[src/rtl/led_pattern_driver.sv]
// Multi-channel LED driver: shared prescaled tick, global blink phase and per-channel PWM modes.
// Define LED_PATTERN_BREATHE_EN to build the per-channel breathe ramp (mode 3); otherwise mode 3 acts as OFF.
module led_pattern_driver #(
   parameter int CHANNELS   = 8,
   parameter int PRESCALE_W = 22,
   parameter int PWM_W      = 8,
   parameter int CHAN_W     = 4
) (
   input  logic                clk,
   input  logic                resetn,
   input  logic                cfg_valid,
   output logic                cfg_ready,
   input  logic [CHAN_W-1:0]   cfg_chan,
   input  logic [1:0]          cfg_mode,
   input  logic [PWM_W-1:0]    cfg_duty,
   output logic                cfg_err,
   output logic                tick,
   output logic [CHANNELS-1:0] led_out
);

   typedef enum logic [1:0] {
      MODE_OFF     = 2'd0,
      MODE_ON      = 2'd1,
      MODE_BLINK   = 2'd2,
      MODE_BREATHE = 2'd3
   } mode_e;

   localparam logic [PWM_W-1:0]  DUTY_FULL  = '1;
   localparam logic [CHAN_W:0]   CHAN_LIMIT = (CHAN_W+1)'(CHANNELS);

   logic [PRESCALE_W-1:0] prescaler_q;
   logic [PWM_W-1:0]      pwm_cnt_q;
   logic                  tick_q;
   logic                  blink_q;
   logic                  ready_q;
   logic                  err_q;
   logic                  accept;
   logic                  chan_bad;

   assign accept    = cfg_valid && ready_q;
   assign chan_bad  = ({1'b0, cfg_chan} >= CHAN_LIMIT);
   assign cfg_ready = ready_q;
   assign cfg_err   = err_q;
   assign tick      = tick_q;

   always_ff @(posedge clk or negedge resetn) begin
      if (!resetn) begin
         prescaler_q <= '0;
         pwm_cnt_q   <= '0;
         tick_q      <= 1'b0;
         blink_q     <= 1'b0;
         ready_q     <= 1'b0;
         err_q       <= 1'b0;
      end else begin
         prescaler_q <= prescaler_q + 1'b1;
         tick_q      <= &prescaler_q;
         // Global phase keeps toggling even when a write lands on the tick cycle.
         blink_q     <= blink_q ^ tick_q;
         pwm_cnt_q   <= pwm_cnt_q + 1'b1;
         ready_q     <= 1'b1;
         err_q       <= accept && chan_bad;
      end
   end

   for (genvar gi = 0; gi < CHANNELS; gi++) begin : g_chan
      mode_e            mode_q;
      logic [PWM_W-1:0] duty_q;
      logic             led_q;
      logic             led_d;
      logic             wr_hit;
      logic             pwm_on;
      logic             breathe_on;

      assign wr_hit = accept && (cfg_chan == CHAN_W'(gi));
      assign pwm_on = (duty_q == DUTY_FULL) ||
                      ((duty_q != '0) && (pwm_cnt_q < duty_q));

`ifdef LED_PATTERN_BREATHE_EN
      logic [PWM_W-1:0] ramp_q;
      logic [PWM_W-1:0] ramp_d;
      logic             dir_down_q;
      logic             dir_down_d;

      // Triangle ramp between 0 and duty, one step per tick; a write restarts it.
      always_comb begin
         ramp_d     = ramp_q;
         dir_down_d = dir_down_q;
         if (tick_q && (mode_q == MODE_BREATHE)) begin
            if (!dir_down_q) begin
               if (ramp_q < duty_q) begin
                  ramp_d = ramp_q + 1'b1;
                  if ((ramp_q + 1'b1) == duty_q) dir_down_d = 1'b1;
               end else begin
                  dir_down_d = 1'b1;
               end
            end else begin
               if (ramp_q != '0) begin
                  ramp_d = ramp_q - 1'b1;
                  if (ramp_q == PWM_W'(1)) dir_down_d = 1'b0;
               end else begin
                  dir_down_d = 1'b0;
               end
            end
         end
         if (wr_hit) begin
            ramp_d     = '0;
            dir_down_d = 1'b0;
         end
      end

      always_ff @(posedge clk or negedge resetn) begin
         if (!resetn) begin
            ramp_q     <= '0;
            dir_down_q <= 1'b0;
         end else begin
            ramp_q     <= ramp_d;
            dir_down_q <= dir_down_d;
         end
      end

      assign breathe_on = (duty_q != '0) &&
                          ((ramp_q == DUTY_FULL) ||
                           ((ramp_q != '0) && (pwm_cnt_q < ramp_q)));
`else
      assign breathe_on = 1'b0;
`endif

      always_comb begin
         led_d = 1'b0;
         case (mode_q)
            MODE_OFF:     led_d = 1'b0;
            MODE_ON:      led_d = pwm_on;
            MODE_BLINK:   led_d = pwm_on && blink_q;
            MODE_BREATHE: led_d = breathe_on;
            default:      led_d = 1'b0;
         endcase
      end

      always_ff @(posedge clk or negedge resetn) begin
         if (!resetn) begin
            mode_q <= MODE_OFF;
            duty_q <= '0;
            led_q  <= 1'b0;
         end else begin
            if (wr_hit) begin
               mode_q <= mode_e'(cfg_mode);
               duty_q <= cfg_duty;
            end
            led_q <= led_d;
         end
      end

      assign led_out[gi] = led_q;
   end

endmodule

[config.mk]
export PLATFORM = sky130hd
export DESIGN_NAME = led_pattern_driver
export DESIGN_NICKNAME = d
export VERILOG_FILES = /design/src/rtl/led_pattern_driver.sv
export SDC_FILE = /design/constraint.sdc
export NUM_CORES = 1
export LEC_CHECK = 0
export ABC_AREA = 1
export CAP_MARGIN = 20
export CORE_MARGIN = 10
export CORE_UTILIZATION = 54
export CTS_CLUSTER_DIAMETER = 80
export DETAILED_ROUTE_END_ITERATION = 16
export PLACE_DENSITY = 0.68
export RECOVER_POWER = 50
export SYNTH_ARGS = -nofsm -noshare
export SYNTH_HDL_FRONTEND = slang
export SYNTH_SLANG_ARGS = --single-unit
[constraint.sdc]
create_clock -name clk -period 1.8 [get_ports clk]
set_input_delay 0.18 -clock clk [delete_from_list [all_inputs] [get_ports clk]]
set_output_delay 0.18 -clock clk [all_outputs]
set_load 0.005 [all_outputs]
### Yosys cells after proc, flatten, opt, wreduce, memory -nomap -nowiden

Cells that the tools add are included.

* register bits after elaboration: 122
* logic and storage cells: 149
* output and inout port bits: 11
* input port bits: 17

* order comparisons: 9
* bitwise logic cells: 1
* eq/ne operators: 39
* multiplexer cells: 8
* $add $sub $neg: 2
* reductions and logical operators: 60

Operator list (number)
* == test 8 bit (second input constant): 8
* < comparator 8 bit: 8
* nonzero test 8 bit: 8
* == test 2 bit (second input constant): 16
* logical AND 1 bit: 26
* one-hot mux 1 bit (3 select lines): 8
* adder 22 x 1 -> 22 bit (second input constant): 1
* AND reduction 22 bit: 1
* == test 2 x 1 -> 1 bit (second input constant): 8
* == test 4 x 3 -> 1 bit (second input constant): 4
* logical NOT 2 bit: 8
* OR reduction 2 bit: 8
* adder 8 x 1 -> 8 bit (second input constant): 1
* == test 4 x 2 -> 1 bit (second input constant): 2
* logical OR 1 bit: 8
* == test 4 x 1 -> 1 bit (second input constant): 1
* greater-or-equal comparator 4 bit (second input constant): 1
* logical NOT 4 bit: 1
* XOR 1 bit: 1

### Depth between registers and ports, before layout

Gate-level depths: netlist (run 1).

* depth in word-level cells: 5
* gate-level depth with buffers: 9
* depth with buffers taken out: 9

### Least setup slack after synthesis (run 1)

No wires, ideal clock.

* kind: reg-to-reg
* start point: register pwm_cnt_q[7]
* end point: register g_chan[1].led_q
* setup slack: 0.440 ns
* library setup time: 0.077 ns
* data required time: 1.723 ns
* period minus slack after synthesis: 1.360 ns
* buffers on the path: 0
* arrival time: 1.282 ns
* cell stages (with the launch flop): 7
* cells stage by stage: dfrtp_1 > ha_1 > nand2_1 > and3b_1 > nor2_1 > nand2_1 > a21oi_1

* word-level cells in the longest chain between the ends: 5

RTL lines
* from (decl): line 32 `logic [PWM_W-1:0] pwm_cnt_q;`
* from (signal assigned): line 59 `pwm_cnt_q <= pwm_cnt_q + 1'b1;`
* < comparator 8 bit (*): line 76 `((duty_q != '0) && (pwm_cnt_q < duty_q));`
* logical AND 1 bit (*): line 76
* logical OR 1 bit (*): line 75 `assign pwm_on = (duty_q == DUTY_FULL) ||`
* logical AND 1 bit: line 133 `MODE_BLINK: led_d = pwm_on && blink_q;`
* one-hot mux 1 bit (3 select lines) (*): line 130 `case (mode_q)`
* named net g_chan[1].led_d: line 69 `logic led_d;`
* to (signal assigned): line 149 `led_q <= led_d;`
* to (decl): line 68 `logic led_q;`

The timed path passes the listed nets; every way through them passes the cells marked *.
A chain may end at the register's enable or synchronous reset.

### Final worst setup path (run 1)

Same ends and word-level chain as after synthesis.

==> summary.txt, run 1 <==
PnR worst setup slack: 0.1568 ns
Worst EP arrival: 1.98 ns
Post-DP HPWL: 11.01 mm
Total inserted antenna cells: 0
Status: completed
Placer congestion estimate: 0.9080
GRT Util Overall: 0.2002
Crit-path max cell delay: 0.51 ns
Worst-skew pair later-pin latency: 0.41 ns
Fraction of registers with async set/reset: 1.000
Power Total: 8242 uW
Average wire per cell in the routed design: 15.60 um
CP endpoint kind: flip-flop
Hold path cells: 3
Leakage: 0.003844 uW
HP Class: in -> reg
CTS Buf Count: 17
Setup bufs post-CTS: 0
Full die area: 17140 um2
Die width: 130.9 um
Worst Skew: 0.01022 ns
Num Clock Sinks: 122
Fin crit share: 0.9129
Largest net degree at the start of global routing: 41
Cell mode on critical path: nor2_1
Htree depth: 4
Via density: 5.375
FILL cells: 1032
Avg Cell Area, Syn: 8.303 um2
Port Buffers: 27
Via count: 5364
RSZ-0062 raised after global routing: no
Nets: 913
Period minus WS final: 1.643 ns
Utilization after layout: 0.6385
Initial antenna violation count: 0
Vias in the first global route: 5528
Final Routed Wirelength: 15.57 mm
Buf/Inv on CP: 0
DRT iter0 DRCs: 377
Max Cap Viol: 0
Hold wc startpoint: cfg_valid
Die Y: 130.9 um
CP Cell Sequence: ha_1 > nand2_1 > nor2_1 > nor2_1 > o21ai_0 > nor2_1 > nand2_1 > a21oi_1
Row count: 40
Setup crit start kind: flip-flop
Critical path's slowest cell: dfrtp_2
Fin Setup TNS: 0 ns
PD cells: 1075 nW/um2
Synth Net Count: 875
IO Pins: 28
Critical path fanouts, max: 9
Drt drc: 0
Ys flop type: dfrtp_1
Hold Vio Cnt, Final: 0
Pins Over Slew Limit: 0
Flop-to-flop setup slack: 0.16 ns
Worst vdd ir: 0.7839 mV
Gate Count Post-Synth: 800
FF-to-FF path depth: 8
Clock slew at reported path FFs: 0.05 ns
Root buf cell: clkbuf_16
First-pass GRT wire length: 26.61 mm
Netlist cell types: 29
Worst r2r dst: g_chan[1].led_q
Layout cells sized above 1: 0.07521
Worst hold slack: 0.3570 ns
Hold endpoint: cfg_err
Final setup fails: 0
Antenna Violating Nets Remaining: 0
Synthesized area: 6643 um2
Synth Register Bits: 122
Starting Density: 0.5530
Number of flops mapped to enable cells by yosys: 0
CTS tree: built
Remaining Overflow, GRT: 0
Worst path top cell family by delay: flip-flops
Post-synthesis sequential area ratio: 0.4596
Yosys warns: 0
CP Data Required Time: 2.13 ns
Max-slew headroom: 0.4675
Worst slew pin tran: 0.7988 ns
First-pass DRT Iterations: 5
Reg2reg start: pwm_cnt_q[7]
Area Overhead vs Synth: 15.46%
Crit Path Category: reg -> reg
Place WS: 0.07336 ns
Clock tree buffer depth: 2
Core Region: 12010 um2
F_max: 608.6 MHz
==> power breakdown <==
| group | switching (uW) | leakage [uW] | internal, uW |
|---|---|---|---|
| registers | 240 | 0.00159 | 3110 |
| clock network | 1190 | 0.000288 | 2240 |
| logic | 863 | 0.00197 | 601 |
| total | 2290 | 0.00384 | 5950 |
==> metrics by stage <==
stage | std cells | cell area [um2]
2_1_floorplan | 800 | 6643
3_3_place_gp | 965 | 7111
3_5_place_dp | 965 | 7111
4_1_cts | 998 | 7710
5_1_grt | 998 | 7670
6_report | 998 | 7670
==> cell usage in the layout (no fill, tap or decap), drive strengths merged <==
cell type and count:
clkinvlp 1, buf 12, o21bai 2, o21ai 90, bufinv 3, inv 114
nor3 11, nor2 54, nor4 12, a21oi 28, xor2 15, nand2 224
clkbuf 29, dlygate4sd3 1, conb 1, xnor2 10, clkinv 5, and3b 1
mux2 7, clkdlybuf4s50 26, nand4 16, nand3 9, ha 58, dfrtp 122
==> tightest hold or removal path, stage by stage <==
cell	delay [ns]
clkdlybuf4s50_1	0.41
nand2_1	0.10
nor2_1	0.04
==> state kept, by name (all words and copies together) (netlist names) <==
register	cells
cfg_ready	1
pwm_cnt_q	8
cfg_err	1
g_chan.led_q	8
g_chan.duty_q	64
g_chan.mode_q	16
prescaler_q	22
tick	1
blink_q	1
==> layout make-up <==
class | count | area [um2] | area share
well taps | 147 | 183.9 | 0.02398
clock buffers | 24 | 471.7 | 0.06150
multi-input cells | 538 | 3019 | 0.3936
inverters | 115 | 431.7 | 0.05628
clock inverters | 8 | 117.6 | 0.01533
repair buffers | 44 | 389.1 | 0.05073
flip-flops and latches | 122 | 3057 | 0.3985
==> layer usage <==
metal	global-route usage	vias to the layer above	routed length, um
met5	0	-	0
met4	0.08633	0	420
met3	0.05721	30	942
met2	0.3381	126	7639
met1	0.2328	2573	6567
li1	-	2635	-
==> how the worst max path moves through the flow <==
stage	start	cells past startpoint	to	slack, ns
after floorplan	pwm_cnt_q[7]	6	g_chan[1].led_q	0.44
after global placement	pwm_cnt_q[5]	6	g_chan[4].led_q	0.20
after detailed placement	pwm_cnt_q[7]	8	g_chan[1].led_q	0.07
after CTS	pwm_cnt_q[7]	8	g_chan[1].led_q	0.05
after global routing	resetn	3	g_chan[6].mode_q[1]	0.05
final	pwm_cnt_q[7]	8	g_chan[1].led_q	0.16
==> synth_stat cells (2+ instances only) <==
library cell / n / area [um2]
a21oi_1: 28 / 140.1
buf_2: 4 / 20.02
buf_4: 8 / 60.06
clkbuf_1: 13 / 48.80
dfrtp_1: 122 / 3053
ha_1: 58 / 725.7
inv_1: 113 / 424.2
mux2_2: 7 / 78.83
nand2_1: 223 / 837.1
nand3_1: 5 / 25.02
nand3_2: 4 / 40.04
nand4_1: 15 / 93.84
nor2_1: 50 / 187.7
nor2_4: 3 / 33.78
nor3_1: 9 / 45.04
nor3_2: 2 / 20.02
nor4_1: 12 / 75.07
o21ai_0: 59 / 295.3
o21ai_1: 31 / 155.2
o21bai_1: 2 / 15.01
xnor2_1: 10 / 87.58
xor2_1: 15 / 131.4
==> cells by family after synthesis <==
family,after synthesis,share of synthesized area
AO/OA/AOI/OAI,120,0.09116
XOR/XNOR,25,0.03296
adder cells (fa/ha/maj),58,0.1092
buffers and inverters,140,0.08439
flip-flops,122,0.4596
multiplexers,7,0.01187
other,1,0.0005645
AND/OR/NAND/NOR,327,0.2102
==> timing repair <==
| item | in CTS | in global routing |
|---|---|---|
| hold endpoints to repair | 27 | 0 |
| resized for setup | 0 | 3 |
| endpoints found under the setup margin | 0 | 2 |
| hold buffers | 1 | 0 |
(Power assumes the default switching activity.)
==> run 2: changes to the inputs <==
clock period = 1.67 ns   (was 1.8 ns; I/O delays follow)
==> run 2 against run 1 <==
Against the previous run: clock-buffer cell count down 3; worst setup slack worse by 0.037 ns; power up 10%; hold slack worse by 0.048 ns; design area up 1.4%; wire length up 1.2%; cell count up 0.30%; sequential power up 8.1%; global-route usage down 0.17 points; combinational power up 8%; clock power up 14%; critical path type unchanged; largest power group unchanged.
==> summary.txt, run 2 (synthesized netlist as in run 1, its figures left out) <==
Clock slew at reported path FFs: 0.06 ns
Area Overhead vs Synth: 17.08%
Max reg flops: 64
Root buf cell: clkbuf_16
Biggest regs: g_chan.duty_q (64), prescaler_q (22), g_chan.mode_q (16)
Layout cells sized above 1: 0.08314
Utilization after layout: 0.6475
Stages on the worst setup path: 7
Full die area: 17140 um2
Crit Path Category: reg -> reg
Setup crit start kind: flip-flop
Leakage: 0.003890 uW
First-pass GRT wire length: 26.12 mm
Post-DP HPWL: 10.97 mm
Most frequent cells in the layout: 223 x nand2_1, 119 x dfrtp_1, 113 x inv_1, 59 x o21ai_0, 58 x ha_1
Most common cell after layout, fill and taps aside: nand2_1
CP Data Required Time: 2.01 ns
Period minus WS final: 1.551 ns
Final Routed Wirelength: 15.76 mm
HP Class: in -> reg
Status: completed
Worst-skew pair later-pin latency: 0.42 ns
Critical path fanouts, max: 6
Cell mode on critical path: nand2_1
CP Cell Sequence: buf_4 > ha_1 > a21oi_1 > nand2_1 > nand2_1 > nand2_1 > a21oi_1
Clock tree buffer depth: 2
Buf/Inv on CP: 1
CTS tree: built
Critical path's slowest cell: dfrtp_2
IO Pins: 28
Top reg by flops: g_chan.duty_q
Place WS: 0.05196 ns
Setup bufs post-CTS: 0
Htree depth: 4
Total inserted antenna cells: 0
DRT iter0 DRCs: 444
Num Clock Sinks: 122
Core Region: 12010 um2
Worst slew pin tran: 1.089 ns
Crit-path max cell delay: 0.49 ns
Fin Setup TNS: 0 ns
Initial antenna violation count: 0
Max-slew headroom: 0.2738
Max Cap Viol: 0
Worst EP arrival: 1.89 ns
Worst path top cell family by delay: flip-flops
PD cells: 1169 nW/um2
Vias in the first global route: 5404
Placer congestion estimate: 0.8420
Via count: 5351
Row count: 40
RSZ-0062 raised after global routing: no
First-pass DRT Iterations: 7
Final setup fails: 0
Nets: 916
Port Buffers: 27
Die width: 130.9 um
Average wire per cell in the routed design: 15.75 um
Hold path cells: 3
CTS Buf Count: 17
FF-to-FF path depth: 7
Power Total: 9093 uW
Hold Vio Cnt, Final: 0
Remaining Overflow, GRT: 0
Worst Skew: 0.007261 ns
Pins Over Slew Limit: 0
Fin crit share: 0.9285
PnR worst setup slack: 0.1194 ns
Drt drc: 0
Worst vdd ir: 0.7683 mV
F_max: 644.9 MHz
Largest net degree at the start of global routing: 82
Antenna Violating Nets Remaining: 0
GRT Util Overall: 0.1985
Die Y: 130.9 um
Via density: 5.346
CP endpoint kind: flip-flop
Starting Density: 0.5530
run 2: path summary, 6_finish.rpt:
path / start / slack [ns] / to
worst max-delay path: pwm_cnt_q[3] / 0.12 / g_chan[7].led_q
worst min-delay path: cfg_valid / 0.31 / cfg_err
worst max register to register: pwm_cnt_q[3] / 0.12 / g_chan[7].led_q
worst min register to register: prescaler_q[0] / 0.46 / prescaler_q[0]
max in group asynchronous: resetn / 0.26 / pwm_cnt_q[5]
min in group asynchronous: resetn / 0.58 / g_chan[0].duty_q[1]
run 2: cell type report:
| class | instances | area, um2 |
|---|---|---|
| Fill cell | 1001 | 4234 |
| Tap cell | 147 | 183.9 |
| Sequential cell | 122 | 3057 |
| Timing Repair Buffer | 47 | 451.7 |
| Multi-Input combinational cell | 538 | 3024 |
| Clock inverter | 11 | 168.9 |
| Inverter | 115 | 431.7 |
| Clock buffer | 21 | 460.4 |
run 2: repair_timing:
item,in CTS,in global routing
hold endpoints to repair,122,0
hold buffers,1,0
gates resized for setup,0,3
endpoints found under the setup margin,0,6
run 2: stage by stage:
step           hold slack, ns  instance area, um2  std cells
4_1_cts                0.2795                7810       1001
3_3_place_gp           0.1723                7171        968
3_5_place_dp           0.1733                7171        968
5_1_grt                0.3287                7777       1001
2_1_floorplan         -0.1286                6643        800
6_report               0.3093                7777       1001
run 2: layer usage:
metal	GRT usage	vias to the layer above	routed length (um)
met3	0.05036	24	878
met5	0	-	0
met2	0.3509	138	8005
met1	0.2314	2547	6648
met4	0.06017	0	230
li1	-	2642	-
run 2: worst min-delay path, delay by kind of cell:
kind | cells | cell delay, ns
and+or+nand+nor | 2 | 0.13
buffers and inverters | 1 | 0.40
run 2: power breakdown:
group	leakage, uW	internal [uW]	switching, uW
Sequential	0.00159	3350	267
Clock	0.000295	2570	1340
Combinational	0.00201	650	921
Total	0.00389	6570	2520
